## src/rtl/lsu_pkg.sv

```systemverilog
// LSU shared definitions: RV32I load/store funct3 codes, FSM states
// and request-side helpers (alignment check, byte strobes, lane fill).
package lsu_pkg;

  localparam logic [2:0] F3_B  = 3'd0;
  localparam logic [2:0] F3_H  = 3'd1;
  localparam logic [2:0] F3_W  = 3'd2;
  localparam logic [2:0] F3_BU = 3'd4;
  localparam logic [2:0] F3_HU = 3'd5;

  typedef enum logic [1:0] {
    S_IDLE,
    S_REQ,
    S_WAIT,
    S_DONE
  } lsu_state_e;

  // Unsupported widths are reported as misaligned.
  function automatic logic misaligned(
    input logic [2:0] f3,
    input logic [1:0] a
  );
    logic m;
    m = 1'b1;
    case (f3)
      F3_B, F3_BU: m = 1'b0;
      F3_H, F3_HU: m = a[0];
      F3_W:        m = |a;
      default:     m = 1'b1;
    endcase
    return m;
  endfunction

  function automatic logic [3:0] st_mask(
    input logic [2:0] f3,
    input logic [1:0] a
  );
    logic [3:0] m;
    m = 4'b0000;
    case (f3[1:0])
      2'd0:    m = 4'b0001 << a;
      2'd1:    m = 4'b0011 << a;
      default: m = 4'b1111;
    endcase
    return m;
  endfunction

  function automatic logic [31:0] st_data(
    input logic [2:0]  f3,
    input logic [31:0] d
  );
    logic [31:0] r;
    r = d;
    case (f3[1:0])
      2'd0:    r = {4{d[7:0]}};
      2'd1:    r = {2{d[15:0]}};
      default: r = d;
    endcase
    return r;
  endfunction

endpackage

```

## src/rtl/lsu_align.sv

```systemverilog
// Load lane select and sign/zero extension (combinational).
// Ports: i_funct3, i_lane (addr[1:0]), i_rdata (word) -> o_data.
module lsu_align
  import lsu_pkg::*;
(
  input  logic [2:0]  i_funct3,
  input  logic [1:0]  i_lane,
  input  logic [31:0] i_rdata,
  output logic [31:0] o_data
);

  logic [31:0] w_sh;

  assign w_sh = i_rdata >> {i_lane, 3'b000};

  always_comb begin
    o_data = 32'd0;
    case (i_funct3)
      F3_B:    o_data = {{24{w_sh[7]}}, w_sh[7:0]};
      F3_BU:   o_data = {24'd0, w_sh[7:0]};
      F3_H:    o_data = {{16{w_sh[15]}}, w_sh[15:0]};
      F3_HU:   o_data = {16'd0, w_sh[15:0]};
      F3_W:    o_data = i_rdata;
      default: o_data = 32'd0;
    endcase
  end

endmodule

```

## src/rtl/lsu.sv

```systemverilog
// Load/store unit: one request at a time, word-aligned memory port,
// response timeout. Ports: req_* (execute), resp_* (writeback), mem_*.
module lsu
  import lsu_pkg::*;
#(
  parameter int unsigned TIMEOUT_CYCLES = 255
) (
  input  logic        clk,
  input  logic        rst_n,
  input  logic        req_valid,
  output logic        req_ready,
  input  logic        req_we,
  input  logic [2:0]  req_funct3,
  input  logic [31:0] req_addr,
  input  logic [31:0] req_wdata,
  output logic        resp_valid,
  output logic [31:0] resp_rdata,
  output logic        resp_err,
  output logic        mem_req_valid,
  input  logic        mem_req_ready,
  output logic [31:0] mem_addr,
  output logic        mem_wen,
  output logic [31:0] mem_wdata,
  output logic [3:0]  mem_wmask,
  input  logic        mem_resp_valid,
  input  logic [31:0] mem_rdata
);

  localparam logic [7:0] LP_LAST = 8'(TIMEOUT_CYCLES - 1);

  lsu_state_e  r_state;
  logic [2:0]  r_f3;
  logic        r_we;
  logic [1:0]  r_lane;
  logic [7:0]  r_cnt;
  logic        r_resp_valid;
  logic [31:0] r_resp_rdata;
  logic        r_resp_err;
  logic        r_mreq;
  logic [31:0] r_maddr;
  logic        r_mwen;
  logic [31:0] r_mwdata;
  logic [3:0]  r_mwmask;
  logic [31:0] w_ld;

  lsu_align u_align (
    .i_funct3 (r_f3),
    .i_lane   (r_lane),
    .i_rdata  (mem_rdata),
    .o_data   (w_ld)
  );

  // Gated by rst_n so ready stays low while reset is held.
  assign req_ready     = rst_n && (r_state == S_IDLE);
  assign resp_valid    = r_resp_valid;
  assign resp_rdata    = r_resp_rdata;
  assign resp_err      = r_resp_err;
  assign mem_req_valid = r_mreq;
  assign mem_addr      = r_maddr;
  assign mem_wen       = r_mwen;
  assign mem_wdata     = r_mwdata;
  assign mem_wmask     = r_mwmask;

  always_ff @(posedge clk or negedge rst_n) begin
    if (!rst_n) begin
      r_state      <= S_IDLE;
      r_f3         <= 3'd0;
      r_we         <= 1'b0;
      r_lane       <= 2'd0;
      r_cnt        <= 8'd0;
      r_resp_valid <= 1'b0;
      r_resp_rdata <= 32'd0;
      r_resp_err   <= 1'b0;
      r_mreq       <= 1'b0;
      r_maddr      <= 32'd0;
      r_mwen       <= 1'b0;
      r_mwdata     <= 32'd0;
      r_mwmask     <= 4'd0;
    end else begin
      case (r_state)
        S_IDLE: begin
          if (req_valid) begin
            r_f3   <= req_funct3;
            r_we   <= req_we;
            r_lane <= req_addr[1:0];
            r_cnt  <= 8'd0;
            if (misaligned(req_funct3, req_addr[1:0])) begin
              r_state      <= S_DONE;
              r_resp_valid <= 1'b1;
              r_resp_err   <= 1'b1;
              r_resp_rdata <= 32'd0;
            end else begin
              r_state  <= S_REQ;
              r_mreq   <= 1'b1;
              r_maddr  <= {req_addr[31:2], 2'b00};
              r_mwen   <= req_we;
              r_mwdata <= st_data(req_funct3, req_wdata);
              r_mwmask <= req_we ?
                          st_mask(req_funct3, req_addr[1:0]) :
                          4'b0000;
            end
          end
        end
        S_REQ: begin
          if (mem_req_ready) begin
            r_mreq  <= 1'b0;
            r_state <= S_WAIT;
          end
        end
        S_WAIT: begin
          // A response wins over a coincident timeout.
          if (mem_resp_valid) begin
            r_state      <= S_DONE;
            r_resp_valid <= 1'b1;
            r_resp_err   <= 1'b0;
            r_resp_rdata <= r_we ? 32'd0 : w_ld;
          end else if (r_cnt == LP_LAST) begin
            r_state      <= S_DONE;
            r_resp_valid <= 1'b1;
            r_resp_err   <= 1'b1;
            r_resp_rdata <= 32'd0;
          end else begin
            r_cnt <= r_cnt + 8'd1;
          end
        end
        S_DONE: begin
          r_resp_valid <= 1'b0;
          r_cnt        <= 8'd0;
          r_state      <= S_IDLE;
        end
        default: r_state <= S_IDLE;
      endcase
    end
  end

endmodule

```

## config.mk

```make
export PLATFORM = sky130hd
export DESIGN_NAME = lsu
export DESIGN_NICKNAME = d
export VERILOG_FILES = /design/src/rtl/lsu_pkg.sv /design/src/rtl/lsu_align.sv /design/src/rtl/lsu.sv
export SDC_FILE = /design/constraint.sdc
export NUM_CORES = 1
export LEC_CHECK = 0
export ABC_AREA = 1
export CORE_MARGIN = 2
export CORE_UTILIZATION = 51
export CTS_CLUSTER_DIAMETER = 100
export CTS_CLUSTER_SIZE = 24
export DETAILED_ROUTE_END_ITERATION = 12
export GPL_ROUTABILITY_DRIVEN = 0
export PLACE_DENSITY = 0.88
export SYNTH_ARGS = -nofsm -noshare
export SYNTH_HDL_FRONTEND = slang
export SYNTH_HIERARCHICAL = 1
export SYNTH_SLANG_ARGS = --single-unit
```

## constraint.sdc

```tcl
create_clock -name clk -period 4.8 [get_ports clk]
set_input_delay 0.48 -clock clk [delete_from_list [all_inputs] [get_ports clk]]
set_output_delay 0.48 -clock clk [all_outputs]
set_load 0.01 [all_outputs]
```

# After elaboration in Yosys (flattened, before gate mapping)
# Cells that the tools add are included.
# word_totals
ff_bits,118
latch_bits,0
ramBits,0
romBits,0
output_inout_bits,105
n_memories,0
# op_classes
n_addsub,1
multipliers,0
div,0
magnitude_cmp,0
n_eq_ne,20
shift,3
n_mux,34
bitwise_logic,1
reduce_logical,18
# op_table
cell,count
$mux 32,5
$pmux 32 s5,1
$pmux 32 s2,2
$shr 32x5->16,1
$mux 8,3
$pmux 8 s3,1
$reduce_and 4->1,4
$eq 3x3->1 const B,4
$mux 1,10
$mux 2,5
$ne 2x2->1 const B,5
$add 8x1->8 const B,1
$eq 8x8->1 const B,1
$pmux 2 s4,1
$pmux 4 s2,1
$eq 3x1->1 const B,2
$eq 3x2->1 const B,2
$logic_not 3->1,2
$pmux 1 s3,2
$reduce_and 3->1,2
$reduce_or 2->1,3
$eq 2x1->1 const B,2
$eq 2x2->1 const B,2
$logic_not 2->1,2
11 further kinds,13

# Depth between registers and ports, before layout
# logic_depth
word_depth,8
mapped_depth,12
ltp_nobuf,11

# Modules after synthesis
# Netlist, hierarchy kept.
# modules_own_cells
module,instances,cells_per_inst,area_each_um2,seq_area_each_um2
lsu,1,775,5878.1,2952.8
lsu_align,1,224,997.2,0.0

# Least setup slack after synthesis
# OpenSTA, ideal clock, no wires.
# synth_timing
path_type,register to register
start,reg r_state[0]
end,reg r_resp_rdata[10] (netlist: resp_rdata[10])
arrival_ns,1.671
slack_ns,3.062
path_stages_with_launch,10
synth_period_minus_slack_ns,1.738
cell_sequence,dfrtp_1 -> inv_1 -> ha_1 -> inv_1 -> nor2_1 -> nand2_1 -> nand2_1 -> clkbuf_1 -> o21bai_1 -> nand2_1
# synth_via
elab_chain_len,3
word_cells_on_any_way,8
# synth_rtl
item,line,rtl
from (decl),lsu.sv:31,lsu_state_e r_state;
from (signal assigned),lsu.sv:66,r_state <= S_IDLE;
from (signal assigned),lsu.sv:88,r_state <= S_DONE;
from (signal assigned),lsu.sv:93,r_state <= S_REQ;
$eq 2x2->1 / $logic_not 2->1 (equally long branches),lsu.sv:80,case (r_state)
$ne 3x3->1 (no source line) (tied with other cells),-,
$reduce_and 4->1 (no source line),-,
to (signal assigned),lsu.sv:116,r_resp_rdata <= r_we ? 32'd0 : w_ld;
to (decl),lsu.sv:37,logic [31:0] r_resp_rdata;
# Several ways; a longest one is shown, not always the timed one.
# A chain may end at the register's enable or synchronous reset.

# Final worst setup path
# layout_timing
start,in req_funct3[0]
end,reg r_resp_rdata[29] (netlist: resp_rdata[29])
# layout_via
elab_chain_len,7
word_cells_on_any_way,12
# layout_rtl
item,line,rtl
from (decl),lsu.sv:13,"input logic [2:0] req_funct3,"
$eq 3x1->1 (tied with other cells),lsu_pkg.sv:25,case (f3)
$reduce_or 2->1,lsu_pkg.sv:25,
$pmux 1 s3 *,lsu_pkg.sv:25,
$mux 1 *,lsu.sv:82,if (req_valid) begin
$mux 1 *,lsu.sv:80,
$ne 2x1->1 (no source line) *,-,
$reduce_and 4->1 (no source line) *,-,
# Mark *: on every way between the ends. The rest lies on a longest branch, timed or not. The select of a mux whose other input is x is not followed.

==> flow_summary.json <==
{
  "port_buffers": 207,
  "routed_wl_um": 20200,
  "dr.pass1.iters": 5,
  "timing.hold.worst.class": "input pin to async pin",
  "clock_sink_count": 118,
  "htree_levels": 4,
  "drc_errors": 0,
  "die_area_um2": 14400,
  "asyncSetResetFlopFracSynth_pct": 100,
  "finish.utilization_pct": 72.3,
  "core.rowCount": 42,
  "detail-route-antenna-nets": 0,
  "power.internal_mw": 3.47,
  "path_clk_slew_ps": 60,
  "finalHoldWorstSlack_ps": 112,
  "finalCritPeriodShare_pct": 64.1,
  "tritoncts": "built",
  "crit_path_max_incr_delay_ps": 780,
  "drv_cap": 0,
  "endpoint_kind": "flop",
  "die_height_um": 120,
  "die_w_um": 120,
  "ctsLongestPathBuffers": 2,
  "worstPathBufferInverterCount": 2,
  "most_common_cell_in_the_netlist": "sky130_fd_sc_hd__nand2_1",
  "period_needed_ps": 3080,
  "timing_max_transition_violations_final": 0,
  "synth_seq_area_share_pct": 42.9,
  "post-cts-setup-buffer-count": 0,
  "clock_insertion_delay_worst_skew_ps": 420,
  "post_synth.cell_area_avg_um2": 6.88,
  "initial_core_util_pct": 52.1,
  "report.final.hold_viol_count": 0,
  "power.leakage_nw": 4.96,
  "critPathTopFamily": "simple AND/OR/NAND/NOR gates",
  "num_antenna_cells": 0,
  "cts-root-buf": "sky130_fd_sc_hd__clkbuf_16",
  "synth-edff-count": 0,
  "holdBufCountCts": 0,
  "yosys-top-cells-area": "sky130_fd_sc_hd__dfrtp_1 43%, sky130_fd_sc_hd__nand2_1 25%, sky130_fd_sc_hd__inv_1 6.2%",
  "clock_power_share_pct": 24.0,
  "critPathMaxFanout": 37,
  "yosys_warnings": 6,
  "via_count_of_the_first_global_routing_pass": 6752,
  "netlist_top_cells_count": "467 x sky130_fd_sc_hd__nand2_1, 118 x sky130_fd_sc_hd__dfrtp_1, 114 x sky130_fd_sc_hd__inv_1",
  "finalClockSkew_ps": 12.9,
  "post_route_cells_drive_above_1_share_pct": 4.44,
  "synth-seq-cells": 118,
  "timing.critical_path.arrival_ps": 3380,
  "dr_wl_cell_um": 14.7,
  "hpwlAfterDp_um": 13900,
  "fp.coreArea_um2": 13200,
  "critical_path.cell_chain": "clkdlybuf4s50_1 > inv_1 > nor2_4 > nand2_1 > nand3_4 > nand2_1 > o21bai_1 > nand2_1",
  "synth.largest_area_cell": "sky130_fd_sc_hd__dfrtp_1",
  "worst_slew_margin_rel_pct": 17.1,
  "worst_pin_slew_ps": 1240,
  "vias": 7025,
  "startpoint_type_of_the_worst_setup_path": "input pin",
  "cp.required_ps": 5100,
  "highest_delay_cell_along_the_critical_path": "sky130_fd_sc_hd__nand2_1",
  "grt_start_max_net_pins": 67,
  "power.density_cell_area_nw_per_um2": 605,
  "routed_via_density": 5.13,
  "run_status": "finished clean",
  "ioPinCount": 210,
  "grt_pass1_wl_um": 32700,
  "final_net_count": 1293,
  "timing.setup.tns_ps": 0,
  "synthesis.area_um2": 6880,
  "cp_common_cell": "sky130_fd_sc_hd__nand2_1",
  "p_sw_share_pct": 39.9,
  "power_frac_comb_pct": 46.9,
  "syn2layout_area_growth_pct": 38.7,
  "ir_worst_vdd_uv": 376,
  "synth_ff_type": "sky130_fd_sc_hd__dfrtp_1",
  "grt_setup_unrepaired": "false",
  "critical_setup_path_class": "input pin to flop",
  "net-switching-power_mw": 2.30,
  "gr-usage-all-layers_pct": 28.8,
  "ctsResizeCount": 0,
  "globalRouteOverflowTotal": 0,
  "seqPwrFrac_pct": 29.1,
  "drt_iter0_markers": 496,
  "area_share_of_the_largest_cell_type_after_synthesis_pct": 42.9,
  "tritoncts_buffers": 17,
  "netlist-cell-type-count": 33,
  "max_freq_mhz": 325,
  "setup_viols_final": 0,
  "antenna_found_initial": 0,
  "synthesis.instances": 999
}
[power groups by stage]
stage / combinational [mW] / clock [mW] / sequential, mW
finish: 2.71 / 1.38 / 1.68
global route: 2.99 / 1.44 / 1.73
CTS: 2.70 / 1.39 / 1.68
detailed placement: 2.67 / 0 / 1.69
global placement: 2.61 / 0 / 1.67
floorplan: 1.45 / 0 / 1.77
[placed cells by master (no fill, tap or decap), types with 3 or more instances in the layout]
cell type	Yosys	final
sky130_fd_sc_hd__buf_4	5	6
sky130_fd_sc_hd__bufinv_16	0	5
sky130_fd_sc_hd__clkbuf_1	16	3
sky130_fd_sc_hd__clkbuf_16	0	17
sky130_fd_sc_hd__clkdlybuf4s50_1	0	206
sky130_fd_sc_hd__clkinvlp_4	0	3
sky130_fd_sc_hd__dfrtp_1	118	118
sky130_fd_sc_hd__ha_1	8	8
sky130_fd_sc_hd__inv_1	114	114
sky130_fd_sc_hd__nand2_1	467	467
sky130_fd_sc_hd__nand3_1	46	46
sky130_fd_sc_hd__nand3_2	3	3
sky130_fd_sc_hd__nand4_1	36	36
sky130_fd_sc_hd__nor2_1	64	64
sky130_fd_sc_hd__nor2_4	3	3
sky130_fd_sc_hd__o21ai_0	29	29
sky130_fd_sc_hd__o21ai_1	4	4
sky130_fd_sc_hd__o21bai_1	34	34
[routing by layer]
layer	share of wire [%]	track usage (%)	up-vias	wire [µm]
met3	8.7	9.41	66	1750
met5	0	0	-	0
met1	39	33.8	3240	7840
met4	3.9	13.9	0	781
met2	49	47.3	295	9790
li1	-	-	3424	-
[flip-flops by register name, summed over array words and instances (netlist names)]
| signal | flops |
|---|---|
| mem_wdata | 32 |
| r_we | 1 |
| mem_wmask | 4 |
| resp_err | 1 |
| resp_valid | 1 |
| resp_rdata | 32 |
| mem_req_valid | 1 |
| mem_wen | 1 |
| r_cnt | 8 |
| mem_addr | 30 |
| r_state | 2 |
| r_lane | 2 |
| r_f3 | 3 |
[final timing paths]
check / start / to / slack [ps] / cells past startpoint
max: req_funct3[0] / resp_rdata[29] / 1720 / 8
max in group asynchronous: rst_n / resp_rdata[1] / 3360 / 2
min reg2reg: mem_addr[18] / mem_addr[18] / 470 / 2
max reg2reg: r_state[0] / resp_rdata[29] / 1860 / 8
min: rst_n / mem_wdata[28] / 110 / 1
min in group clk: mem_addr[18] / mem_addr[18] / 470 / 2
[logic make-up after synthesis]
logic type | Yosys count | share of synthesized area, %
xor gates and xnor gates | 1 | 0.127
and+or+nand+nor | 629 | 37.8
other | 1 | 0.0545
AOI/OAI and AO/OA | 73 | 6.68
buffers and inverters | 169 | 10.9
adders and majority gates | 8 | 1.46
DFF | 118 | 42.9
[cell type report]
cell class,instances,area (µm²)
tap,176,220
clock inverter,12,200
timing repair buffer,212,2110
multi-input combinational,713,3180
sequential,118,2950
clock buffer,20,437
inverter,118,445
fill,1030,3650
[stage by stage]
| step | worst slack, ps | std cells | power [mW] | area (µm²) |
|---|---|---|---|---|
| final | 1720 | 1369 | 5.77 | 9540 |
| after global routing | 1460 | 1369 | 6.16 | 9540 |
| after CTS | 1800 | 1369 | 5.78 | 9540 |
| after detailed placement | 1380 | 1337 | 4.36 | 8900 |
| after global placement | 1510 | 1337 | 4.28 | 8900 |
| after floorplan | 3060 | 1000 | 3.22 | 6880 |
Power figures use the tool's default switching activity.
